[config.mk]
export PLATFORM = sky130hd
export DESIGN_NAME = counter_bus_arbiter
export DESIGN_NICKNAME = d
export VERILOG_FILES = /design/src/rtl/counter_bus_arbiter.sv
export SDC_FILE = /design/constraint.sdc
export NUM_CORES = 1
export LEC_CHECK = 0
export ABC_AREA = 1
export CELL_PAD_IN_SITES_DETAIL_PLACEMENT = 0
export CELL_PAD_IN_SITES_GLOBAL_PLACEMENT = 1
export CORE_ASPECT_RATIO = 1.5
export CORE_UTILIZATION = 10
export DETAILED_ROUTE_END_ITERATION = 8
export PLACE_DENSITY = 0.94
export SLEW_MARGIN = 40
export SYNTH_ARGS = -nofsm -noshare
export SYNTH_HDL_FRONTEND = slang
export SYNTH_SLANG_ARGS = --single-unit
[constraint.sdc]
create_clock -name clk_i -period 1 [get_ports clk_i]
set_input_delay 0.1 -clock clk_i [delete_from_list [all_inputs] [get_ports clk_i]]
set_output_delay 0.1 -clock clk_i [all_outputs]
set_load 0.01 [all_outputs]
[src/rtl/counter_bus_arbiter.sv]
// counter_bus_arbiter: shares one single-port counter peripheral between
// NumReq bus hosts. Grants one request per cycle using round-robin priority.
// Routes the fixed one-cycle device response back to the issuing host, and
// generates write completions locally.
module counter_bus_arbiter #(
  parameter int unsigned NumReq       = 2,
  parameter int unsigned DataWidth    = 32,
  parameter int unsigned AddressWidth = 32
) (
  input  logic                                   clk_i,
  input  logic                                   rst_ni,
  input  logic [NumReq-1:0]                      host_req_i,
  output logic [NumReq-1:0]                      host_gnt_o,
  input  logic [NumReq-1:0][AddressWidth-1:0]    host_addr_i,
  input  logic [NumReq-1:0]                      host_we_i,
  input  logic [NumReq-1:0][DataWidth/8-1:0]     host_be_i,
  input  logic [NumReq-1:0][DataWidth-1:0]       host_wdata_i,
  output logic [NumReq-1:0]                      host_rvalid_o,
  output logic [NumReq-1:0][DataWidth-1:0]       host_rdata_o,
  output logic [NumReq-1:0]                      host_err_o,
  output logic                                   dev_req_o,
  output logic [AddressWidth-1:0]                dev_addr_o,
  output logic                                   dev_we_o,
  output logic [DataWidth/8-1:0]                 dev_be_o,
  output logic [DataWidth-1:0]                   dev_wdata_o,
  input  logic                                   dev_rvalid_i,
  input  logic [DataWidth-1:0]                   dev_rdata_i,
  input  logic                                   dev_err_i
);

  localparam int unsigned IdxW = (NumReq > 1) ? $clog2(NumReq) : 1;

  if (DataWidth != 32) begin : g_bad_data_width
    $error("counter_bus_arbiter: DataWidth must be 32");
  end
  if (NumReq < 2 || NumReq > 8) begin : g_bad_num_req
    $error("counter_bus_arbiter: NumReq must be in 2..8");
  end

  logic [IdxW-1:0] r_rr_q;
  logic            r_resp_vld_q;
  logic [IdxW-1:0] r_resp_owner_q;
  logic            r_resp_we_q;

  logic            w_found;
  logic [IdxW-1:0] w_winner;
  logic [IdxW-1:0] w_cand;

  // The device responds at a fixed one-cycle latency for both reads and
  // writes. Its read-valid strobe therefore carries no extra information.
  logic w_unused_dev_rvalid;
  assign w_unused_dev_rvalid = dev_rvalid_i;

  // Pick the first requesting host, scanning from r_rr_q upward with wrap.
  always_comb begin
    w_found  = 1'b0;
    w_winner = '0;
    w_cand   = '0;
    for (int unsigned i = 0; i < NumReq; i++) begin
      w_cand = IdxW'((32'(r_rr_q) + i) % NumReq);
      if (!w_found && host_req_i[w_cand]) begin
        w_found  = 1'b1;
        w_winner = w_cand;
      end
    end
  end

  // Drive the one-hot grant and forward the winner's request fields to the device.
  always_comb begin
    host_gnt_o  = '0;
    dev_addr_o  = '0;
    dev_we_o    = 1'b0;
    dev_be_o    = '0;
    dev_wdata_o = '0;
    if (w_found) begin
      host_gnt_o[w_winner] = 1'b1;
      dev_addr_o           = host_addr_i[w_winner];
      dev_we_o             = host_we_i[w_winner];
      dev_be_o             = host_be_i[w_winner];
      dev_wdata_o          = host_wdata_i[w_winner];
    end
  end

  assign dev_req_o = |host_req_i;

  // Advance round-robin priority past the winner, and record who owns the next response.
  always_ff @(posedge clk_i or negedge rst_ni) begin
    if (!rst_ni) begin
      r_rr_q         <= '0;
      r_resp_vld_q   <= 1'b0;
      r_resp_owner_q <= '0;
      r_resp_we_q    <= 1'b0;
    end else begin
      if (w_found) begin
        r_rr_q <= (w_winner == IdxW'(NumReq - 1)) ? '0 : w_winner + 1'b1;
      end
      r_resp_vld_q   <= dev_req_o;
      r_resp_owner_q <= w_winner;
      r_resp_we_q    <= dev_we_o;
    end
  end

  // Steer the device response to the owning host; everyone else sees zeros.
  always_comb begin
    host_rvalid_o = '0;
    host_rdata_o  = '0;
    host_err_o    = '0;
    host_rvalid_o[r_resp_owner_q] = r_resp_vld_q;
    host_err_o[r_resp_owner_q]    = r_resp_vld_q & dev_err_i;
    host_rdata_o[r_resp_owner_q]  = r_resp_we_q ? '0 : dev_rdata_i;
  end

  a_gnt_onehot0 : assert property (@(posedge clk_i) disable iff (!rst_ni)
    $onehot0(host_gnt_o));
  a_rvalid_onehot0 : assert property (@(posedge clk_i) disable iff (!rst_ni)
    $onehot0(host_rvalid_o));

endmodule

# == Yosys cells after proc, flatten, opt, wreduce, memory -nomap -nowiden ==
# Index checks and enable logic that the tools add are counted.
# totals
register_bits,4
inputBits,176
out_inout_bits,140
elab_cells,50
# op_classes
addsub,2
order_cmp,6
muxes,29
n_bitwise,4
n_reduce_logical,5
# op_table
op,count
$mux W32,8
$and A64 B64 Y64,1
$demux W32 S1,1
$mux W1,14
$mux W4,3
$lt A1 B2 Y1 const B,4
$and A2 B2 Y2,2
$logic_and A1 B1 Y1,3
$add A1 B1 Y1 const B,2
$demux W1 S1,2
$ge A1 B1 Y1 const B,2
$mux W2,1
$reduce_or A2 Y1,1
$and A1 B1 Y1,1
$logic_not A1 Y1,1

# == Depth between registers and ports, before layout ==
# depth
word_depth,11
depth_mapped,5
ltp_nobuf,4

# == Worst setup path after synthesis ==
# Ideal clock, no wire load.
# synth_path
kind,register -> output
from,reg r_resp_owner_q
to,out host_rdata_o[40] (netlist bit)
arrival_ps,1044
path_slack_ps,-144
path_stages_with_launch,5
n_path_buf,2
cell_sequence,dfrtp_1 -> buf_2 -> inv_1 -> clkbuf_1 -> nor3_1
# synth_rtl
element,line,rtl
"start, declared",42,logic [IdxW-1:0] r_resp_owner_q;
"start signal, assigned",98,r_resp_owner_q <= w_winner;
"end, declared",19,"output logic [NumReq-1:0][DataWidth-1:0] host_rdata_o,"

# == Worst setup path in the final report ==
# layout_path
from,reg r_rr_q
to,out dev_wdata_o[11]
# layout_between
elab_chain_len,9
elab_cells_between_ends,14
cone_classes,1 x add/sub; 11 x mux; 2 x reduce/logical
# layout_lines
element,line,rtl
"start, declared",40,logic [IdxW-1:0] r_rr_q;
"start signal, assigned",95,r_rr_q <= (w_winner == IdxW'(NumReq - 1)) ? '0 : w_winner + 1'b1;
$mux W1 (implied by the code) (2 in a row),61,if (!w_found && host_req_i[w_cand]) begin
$mux W1,61,
$logic_not A1 Y1,61,
$logic_and A1 B1 Y1,61,
$mux W1,61,
$mux W32 (implied by the code) (2 in a row),80,dev_wdata_o = host_wdata_i[w_winner];
$mux W32 *,75,if (w_found) begin
"end, declared",25,"output logic [DataWidth-1:0] dev_wdata_o,"
# Mark *: on every way between the ends. The rest lies on a longest branch, timed or not. The select of a mux whose other input is x is not followed.

==> impl_metrics.toml <==
[setup_path]
cp-startpoint = "r_rr_q"
r2r-end = "r_resp_we_q"
critPathKind = "flip-flop to output port"
critPathArrivalTime_ns = 1.54
crit_fanout = 7
crit_path_end_kind = "output port"
reg2reg_slack_ns = -0.33
rr_worst_depth = 7
timing.rr.start = "r_rr_q"
required_ns = 0.90
start_kind = "flip-flop"

[detailed_routing]
first_pass_iters = 4
vias = 4034
drt-total-wl_mm = 15.3
viasPerCell = 4.19
drc_errors = 0
drtIter0Drc = 136
wl_per_cell_um = 15.9
postRouteAntennaNets = 0

[synth]
synth-seq-area-share_pct = 6.12
synth-simple-area-share_pct = 73.8
synth-xor-area-share_pct = 0
postSynthCellCount = 360
synth.distinct_cells = 12
synth_area_sq_mm = 0.00164
ys_ff_latch = 4
synth_edf_count = 0
synth_top_flop_cell = "dfrtp_1"
synth_fa_ha_area_share_pct = 0
synth.area.top_cells = "nand2_1 (32%), nand3_1 (21%), nor3_1 (20%), inv_1 (9.0%), dfrtp_1 (6.1%)"
synth_nets = 536
synth_mux_area_share_pct = 0
synth.most_common_cell = "nand2_1"
synth_top_area_share_pct = 32.4
async_reset_ff_share_pct = 100
synth_compound_area_share_pct = 1.45
synth_top_cell_by_area = "nand2_1"
yosysWarnings = 0
synth.avg_cell_area_sq_um = 4.54
synth_common_cells = "nand2_1 (141), nand3_1 (69), nor3_1 (65), inv_1 (39), buf_2 (18)"
synth_top_family_by_area = "simple AND/OR/NAND/NOR gates"

[sta]
period_share_pct = 164
slew-limit-headroom_pct = 76.0
final-hold-violation-count = 0
tightest_slew_ns = 0.361
drv_slew = 0
rsz0062_at_grt = "true"
layout_setup_ws_ns = -0.644
layout_min_cycle_time_ns = 1.64
fmax_mhz = 608
fin_worst_skew_ns = 0.000522
finalSetupViolCount = 140

[placement]
place_hpwl_mm = 9.63
port_buffers = 314
gp_congestion = 0.800
placed_cells = 883
place_area_sq_mm = 0.00570
place_ws_ns = -1.00

[clock_tree]
insertion_delay_ns = 0.23
cts.sinks = 4
htreeDepth = 1
cts_hold_buf = 0
cts_buffer_depth = 2
cts_buffers = 3
clk_pin_slew_ns = 0.03
cts_root_buffer = "clkbuf_16"
cts_tree = "yes"

[power]
p_per_area_mw_per_mm2 = 754
ir_worst_vdd_mv = 0.468
power_leakage_uw = 0.00343
p_total_uw = 5330

[global_routing]
met1_usage_pct = 15.0
met2_usage_pct = 29.7
grt_pass1_wl_mm = 19.2
first_global_vias = 3639
grt_most_used_layer = "met2"
grtUsageTotal_pct = 14.7
use_met3_pct = 3.23
grt_max_degree = 34
gr-total-overflow = 0
antenna_found_initial = 0

[die]
row_count = 56
dieArea_sq_mm = 0.0169
die_h_um = 159
start_util_pct = 10.3
die_w_um = 106
core_sq_mm = 0.0158
io_pins = 316

[job]
cap_violations = 0

[run_status]
violations = "negative setup slack"
status = "complete, but fails checks"

[finish]
layout-drive-gt1-share_pct = 54.0
n_antenna_cell = 0
nets = 936
post-route-cell-area_sq_mm = 0.00706
fin_cells = 962
syn_to_final_growth_pct = 332

[hold_path]
hold_path_class = "input pin to asynchronous set/reset pin"
[timing repair]
action | CTS | global route
endpoints found under the setup margin | 142 | 141
buffers inserted | 20 | 41
cloned | 11 | 8
gates resized for setup | 613 | 145
endpoints found under the hold margin | 0 | 0
pin swaps | 25 | 42
[cells in the final DEF (no fill, tap or decap), drive strengths merged, types with 2 or more instances in the layout]
cell / n
clkdlybuf4s50: 172
clkdlybuf4s15: 16
a21oi: 3
nand3: 69
nor3: 65
nand2: 142
clkbuf: 14
buf: 229
inv: 39
nor2: 2
dfrtp: 4
[worst max-delay path by stage]
stage | end | slack [ns] | cells past startpoint
after floorplan | host_rdata_o[38] | -0.13 | 3
after global placement | dev_wdata_o[21] | -0.95 | 7
after detailed placement | dev_wdata_o[20] | -1.00 | 7
after CTS | dev_addr_o[26] | -0.64 | 6
after global routing | dev_wdata_o[11] | -0.69 | 8
final | dev_wdata_o[11] | -0.64 | 8
[power breakdown]
part / leakage [uW] / internal [uW] / switching [uW]
logic: 0.00335 / 2580 / 1880
registers: 0.0000447 / 180 / 37.0
clock network: 0.0000382 / 527 / 123
total: 0.00343 / 3280 / 2040
[worst max-delay path, cell delays in order, from the launching register on]
cell and delay, ns:
dfrtp_1 0.41, a21oi_4 0.19, buf_6 0.16, buf_12 0.12, buf_16 0.12, buf_12 0.11, nand2_2 0.05, nand2_2 0.06
buf_6 0.10
[stage by stage]
stage	hold WS (ns)	utilization (%)	setup TNS, ns
after detailed placement	0.323	36.0	-106.45
final	0.0827	44.6	-72.71
after floorplan	-0.196	-	-9.66
after CTS	0.0852	39.2	-68.58
after global routing	0.0869	44.6	-79.38
after global placement	0.311	36.0	-103.52
[flip-flops by register name, indices dropped and copies added, names as in the netlist]
name and count:
r_rr_q 1, r_resp_owner_q 1, r_resp_vld_q 1, r_resp_we_q 1
[logic make-up after synthesis]
family	Yosys count
AOI/OAI and AO/OA	4
buffers and inverters	75
DFF	4
and+or+nand+nor	277
[final cells by class]
type,instances,area (sq um)
clock buffers,4,78.8
fillers,1527,8770
inverters,39,154
multi-input cells,282,2040
flip-flops and latches,4,103
well taps,203,254
repair buffers,430,4430
[routing by layer]
layer	vias up	wire (um)
met4	0	319
met1	1822	5410
met2	235	8430
met3	18	1150
li1	1959	-
met5	-	0
Power figures use the tool's default switching activity.
